## src/rtl/apb_multi_slave_top.sv

```systemverilog
`default_nettype none
// ============================================================================
//  Module      : apb_multi_slave_top
//  Description : Button-triggered APB master, address decoder and
//                NUM_SLAVES wait-state register-bank slaves with status LEDs.
//  Revision    : 1.0  initial release
// ============================================================================
module apb_multi_slave_top #(
    parameter int NUM_SLAVES     = 4,
    parameter int REGS_PER_SLAVE = 4,
    parameter int WAIT_CYCLES    = 0,
    parameter int TIMEOUT        = 16
) (
    input  logic        PCLK,
    input  logic        PRESET,
    input  logic        btn_go,
    input  logic [15:0] SW,
    output logic [15:0] LED,
    output logic        busy,
    output logic        err
);

    localparam int         c_RB       = (REGS_PER_SLAVE > 1) ? $clog2(REGS_PER_SLAVE) : 0;
    localparam int         c_IW       = (c_RB > 0) ? c_RB : 1;
    localparam logic [7:0] c_WAIT     = 8'(WAIT_CYCLES);
    localparam logic [15:0] c_TMO_LAST = 16'(TIMEOUT - 1);

    localparam logic [1:0] c_ST_IDLE   = 2'd0;
    localparam logic [1:0] c_ST_SETUP  = 2'd1;
    localparam logic [1:0] c_ST_ACCESS = 2'd2;

    logic [1:0]  r_state_q,   w_state_d;
    logic        r_btn_q,     w_btn_d;
    logic [6:0]  r_paddr_q,   w_paddr_d;
    logic [31:0] r_pwdata_q,  w_pwdata_d;
    logic        r_pwrite_q,  w_pwrite_d;
    logic [15:0] r_tmo_q,     w_tmo_d;
    logic        r_err_q,     w_err_d;
    logic        r_led_err_q, w_led_err_d;
    logic        r_led_wr_q,  w_led_wr_d;
    logic [7:0]  r_led_rd_q,  w_led_rd_d;

    logic                  w_psel;
    logic                  w_penable;
    logic                  w_trigger;
    logic [6:0]            w_slv_idx;
    logic [c_IW-1:0]       w_reg_idx;
    logic                  w_slv_valid;
    logic [NUM_SLAVES-1:0] w_psel_x;
    logic [NUM_SLAVES-1:0] w_slv_pready;
    logic [31:0]           w_slv_prdata [NUM_SLAVES];
    logic                  w_pready;
    logic                  w_pslverr;
    logic [31:0]           w_prdata;
    logic                  w_unused_prdata;

    assign w_psel    = (r_state_q != c_ST_IDLE);
    assign w_penable = (r_state_q == c_ST_ACCESS);
    assign w_trigger = btn_go & ~r_btn_q & ~w_psel;

    assign w_slv_idx   = r_paddr_q >> c_RB;
    assign w_reg_idx   = r_paddr_q[c_IW-1:0] & c_IW'(REGS_PER_SLAVE - 1);
    assign w_slv_valid = (w_slv_idx < 7'(NUM_SLAVES));

    always_comb begin
        for (int i = 0; i < NUM_SLAVES; i++) begin
            w_psel_x[i] = w_psel && w_slv_valid && (w_slv_idx == 7'(i));
        end
    end

    // Unmapped addresses complete at once with an error and zero read data.
    always_comb begin
        w_pready  = 1'b1;
        w_pslverr = ~w_slv_valid;
        w_prdata  = 32'd0;
        for (int i = 0; i < NUM_SLAVES; i++) begin
            if (w_psel_x[i]) begin
                w_pready = w_slv_pready[i];
                w_prdata = w_slv_prdata[i];
            end
        end
    end

    assign w_unused_prdata = ^w_prdata[31:8];

    always_comb begin
        w_state_d   = r_state_q;
        w_btn_d     = btn_go;
        w_paddr_d   = r_paddr_q;
        w_pwdata_d  = r_pwdata_q;
        w_pwrite_d  = r_pwrite_q;
        w_tmo_d     = r_tmo_q;
        w_err_d     = r_err_q;
        w_led_err_d = r_led_err_q;
        w_led_wr_d  = r_led_wr_q;
        w_led_rd_d  = r_led_rd_q;
        case (r_state_q)
            c_ST_IDLE: begin
                if (w_trigger) begin
                    w_state_d  = c_ST_SETUP;
                    w_paddr_d  = SW[14:8];
                    w_pwdata_d = {4{SW[7:0]}};
                    w_pwrite_d = SW[15];
                end
            end
            c_ST_SETUP: begin
                w_state_d = c_ST_ACCESS;
                w_tmo_d   = 16'd0;
            end
            c_ST_ACCESS: begin
                if (w_pready) begin
                    w_state_d   = c_ST_IDLE;
                    w_err_d     = w_pslverr;
                    w_led_err_d = w_pslverr;
                    w_led_wr_d  = r_pwrite_q;
                    if (!r_pwrite_q && !w_pslverr) begin
                        w_led_rd_d = w_prdata[7:0];
                    end
                end else if (r_tmo_q == c_TMO_LAST) begin
                    w_state_d   = c_ST_IDLE;
                    w_err_d     = 1'b1;
                    w_led_err_d = 1'b1;
                end else begin
                    w_tmo_d = r_tmo_q + 16'd1;
                end
            end
            default: w_state_d = c_ST_IDLE;
        endcase
    end

    always_ff @(posedge PCLK) begin
        if (PRESET) begin
            r_state_q   <= c_ST_IDLE;
            r_btn_q     <= 1'b1;
            r_paddr_q   <= 7'd0;
            r_pwdata_q  <= 32'd0;
            r_pwrite_q  <= 1'b0;
            r_tmo_q     <= 16'd0;
            r_err_q     <= 1'b0;
            r_led_err_q <= 1'b0;
            r_led_wr_q  <= 1'b0;
            r_led_rd_q  <= 8'd0;
        end else begin
            r_state_q   <= w_state_d;
            r_btn_q     <= w_btn_d;
            r_paddr_q   <= w_paddr_d;
            r_pwdata_q  <= w_pwdata_d;
            r_pwrite_q  <= w_pwrite_d;
            r_tmo_q     <= w_tmo_d;
            r_err_q     <= w_err_d;
            r_led_err_q <= w_led_err_d;
            r_led_wr_q  <= w_led_wr_d;
            r_led_rd_q  <= w_led_rd_d;
        end
    end

    generate
        for (genvar s = 0; s < NUM_SLAVES; s++) begin : g_slave
            logic [7:0]  r_wait_q, w_wait_d;
            logic [31:0] r_regs_q [REGS_PER_SLAVE];
            logic [31:0] w_regs_d [REGS_PER_SLAVE];
            logic        w_ready;

            assign w_ready         = (r_wait_q == 8'd0);
            assign w_slv_pready[s] = w_ready;
            assign w_slv_prdata[s] = (w_psel_x[s] && w_penable && !r_pwrite_q && w_ready)
                                     ? r_regs_q[w_reg_idx] : 32'd0;

            // Counter reloads during SETUP and clears whenever deselected.
            always_comb begin
                w_regs_d = r_regs_q;
                w_wait_d = r_wait_q;
                if (!w_psel_x[s]) begin
                    w_wait_d = 8'd0;
                end else if (!w_penable) begin
                    w_wait_d = c_WAIT;
                end else if (!w_ready) begin
                    w_wait_d = r_wait_q - 8'd1;
                end
                if (w_psel_x[s] && w_penable && r_pwrite_q && w_ready) begin
                    w_regs_d[w_reg_idx] = r_pwdata_q;
                end
            end

            always_ff @(posedge PCLK) begin
                if (PRESET) begin
                    r_wait_q <= 8'd0;
                    for (int i = 0; i < REGS_PER_SLAVE; i++) begin
                        r_regs_q[i] <= 32'd0;
                    end
                end else begin
                    r_wait_q <= w_wait_d;
                    r_regs_q <= w_regs_d;
                end
            end
        end
    endgenerate

    assign LED  = {r_led_err_q, r_led_wr_q, 6'd0, r_led_rd_q};
    assign busy = w_psel;
    assign err  = r_err_q;

endmodule
`default_nettype wire

```

## config.mk

```make
export PLATFORM = sky130hd
export DESIGN_NAME = apb_multi_slave_top
export DESIGN_NICKNAME = d
export VERILOG_FILES = /design/src/rtl/apb_multi_slave_top.sv
export SDC_FILE = /design/constraint.sdc
export NUM_CORES = 1
export LEC_CHECK = 0
export BUFFER_PORTS_ARGS = -buffer_cell sky130_fd_sc_hd__buf_2
export CORE_UTILIZATION = 56
export DETAILED_ROUTE_END_ITERATION = 6
export PLACE_DENSITY_LB_ADDON = 0.2
export SYNTH_ARGS = -nofsm -noshare
export SYNTH_HDL_FRONTEND = slang
export SYNTH_SLANG_ARGS = --single-unit
```

## constraint.sdc

```tcl
create_clock -name PCLK -period 2.3 [get_ports PCLK]
set_input_delay 0.46 -clock PCLK [delete_from_list [all_inputs] [get_ports PCLK]]
set_output_delay 0.46 -clock PCLK [all_outputs]
set_load 0.1 [all_outputs]
```

==> metrics <==
sequential share of the synthesized area 0.450; ANT nets after route 0; RSZ-0062 raised after global routing yes; TritonCTS Buffers 22; data required time at the worst endpoint roughly 2.7 ns; EDFF count, synth 0; Post-Place Cells 1,226; clock tree buffer depth 3; GR Util All Layers 0.267; Ports 37; Static Leak ~4.2 nW; DR WL/cell between 15 and 20 µm; TritonCTS clock tree done; grt ovf 0; Core Region 15,900 µm²; initial antenna violation count 0; Hold Path Stages 2; Post-DP HPWL 14,600 µm; floorplan row count 46; CP max FO 26; Worst Min Path Start btn_go; Fmax between 0.4 and 0.5 GHz; First-pass DRT Iterations 5; power per cell area 758 nW/µm²; FF-to-FF End r_tmo_q[3]; worst hold endpoint r_btn_q; die footprint about 17,000 µm²; Initial Util 0.575; R2R setup slack -0.10 ns; yosys warns 0; min cycle time layout 2.40 ns; setup total negative slack -2.09 ns; # port buffers 30; element type at the critical path end flip-flop; share of the synthesized area in the top cell type 0.450; top post-synthesis cells by count dfxtp_1 (205), nor2_1 (139), nand2_1 (106); Final Hold Violating Endpoints 0; initial DRC count between 500 and 600; Critical Path AT ~2.8 ns; via count roughly 7,300; die height approximately 130 µm; skew final about 0.012 ns; syn_area_per_cell about 9.4 µm²; Via density between 5 and 6; slew at the pin with the worst max-slew slack roughly 0.8 ns; # diodes 0; area leader, netlist dfxtp_1; Synth cell types 57; Routed WL about 22,000 µm; FFs w/ async S/R, synth 0; clk_lat worst skew around 0.50 ns; GPL Wtd Cong ~0.8; layout cell share with drive strength beyond 1 0.228; status finished with violations; Overall Power 8.32 mW; cell count after synthesis a little under 1,000; Syn Std Cell Area slightly above 9000 µm²; clock root cell clkbuf_16; final worst setup slack -0.104 ns; Top FF cell, synth dfxtp_1; largest net degree at the start of global routing 120; Hold Crit Class input port to flip-flop; Synth Register Bits ~210; violated checks negative setup slack; first-pass GRT wire length ~36,000 µm; R2R depth 9; top cells by area, synth dfxtp_1 (45%), mux2i_1 (11%), mux4_2 (7.9%); MaxCap Viol Count 0; count leader, synth dfxtp_1; final slew viol count 0; fin cells approximately 1,300; worst rel slew slack 0.480; startpoint class of the critical path flip-flop; CTS HTree Levels 1; worst r2r src r_state_q[0]; drc violations 0; VDD IR max between 500 and 600 µV; Tcrit/Tclk final 1.05; area grow syn2layout 20.3%; Reg clk slew, reported paths approximately 0.060 ns; crit path kind flip-flop to flip-flop; hold_ws approximately 0.16 ns; number of global-route vias before repair around 7,000; NumNets Final approximately 1,100; CTS sink count roughly 210; die width roughly 130 µm; final setup fails 44
power by group:
| group | total [mW] | internal (mW) | leakage [nW] | switching, mW |
|---|---|---|---|---|
| registers | 3.67 | 3.59 | 1.65 | 0.0810 |
| logic | 0.993 | 0.360 | 2.14 | 0.633 |
| clock network | 3.66 | 2.29 | 0.379 | 1.38 |
cell usage in the layout, fill, tap and decap left out, types with 16 or more instances in the layout:
master	count
a21oi_1	60
buf_4	70
mux4_2	32
clkbuf_16	23
buf_2	29
mux2i_1	99
nand2_1	103
dfxtp_1	199
xnor2_1	16
nand3_1	49
nor2_1	139
cell families after synthesis:
logic type                 share of synthesized area
and+or+nand+nor                                0.201
DFF                                            0.450
muxes                                          0.188
AOI/OAI and AO/OA                             0.0817
buffers and inverters                         0.0418
xor gates and xnor gates                      0.0240
adders and majority gates                     0.0137
other                                       0.000411
layer usage:
layer | global-route usage | wire length, µm | part of all wire
met1 | 0.372 | 10200 | 0.46
met2 | 0.439 | 10400 | 0.47
met3 | 0.0359 | 1050 | 0.048
met4 | 0.0677 | 427 | 0.019
met5 | 0 | 0 | 0
critical path: stages (launching register included):
cell       delay, ns
dfxtp_2         0.33
inv_2           0.05
ha_4            0.16
or4_4           0.50
nor3b_4         0.24
o2bb2ai_2       0.14
a221oi_2        0.10
buf_12          0.17
or4_1           0.52
a21oi_2         0.14
how the worst max path moves through the flow:
stage	to	cells after the start	start	slack [ns]
final	r_tmo_q[3]	9	r_state_q[0]	-0.10
after global routing	g_slave[1].r_regs_q[67]	10	r_state_q[1]	-0.23
after CTS	g_slave[1].r_regs_q[70]	10	r_state_q[1]	-0.09
after detailed placement	g_slave[1].r_regs_q[68]	10	r_state_q[1]	-0.13
after global placement	r_led_rd_q[1]	10	g_slave[0].r_wait_q[0]	-0.1
after floorplan	r_tmo_q[15]	9	r_state_q[1]	-0.08
layout make-up:
cell class / count / area [µm²]
inverter: 14 / 52.6
tap: 216 / 270
multi-input combinational: 684 / 4840
timing repair buffer: 114 / 945
fill: 1259 / 4900
clock inverter: 4 / 70.1
sequential: 205 / 4110
clock buffer: 33 / 693
sequential cells by signal, summed over array words and instances, names as in the netlist:
signal / cells
g_slave.r_regs_q: 128
g_slave.r_wait_q: 32
r_tmo_q: 16
r_led_rd_q: 8
r_pwdata_q: 8
r_paddr_q: 7
r_state_q: 2
r_btn_q: 1
r_led_err_q: 1
r_led_wr_q: 1
r_pwrite_q: 1
timing repair:
item                                    in CTS  in global routing
endpoints found under the setup margin      71                146
gates resized for setup                      9                 30
hold buffers                                 0                  0
buffers inserted                             3                  4
pin swaps                                    5                 11
per-stage QoR:
| stage | util | area [µm²] | setup slack [ns] |
|---|---|---|---|
| after CTS | 0.680 | 10800 | -0.0945 |
| after floorplan | - | 9170 | -0.0764 |
| after detailed placement | 0.628 | 9970 | -0.127 |
| final | 0.691 | 11000 | -0.104 |
| after global placement | 0.628 | 9970 | -0.0987 |
| after global routing | 0.691 | 11000 | -0.231 |
Note: power is estimated with default switching activity, not from simulation.
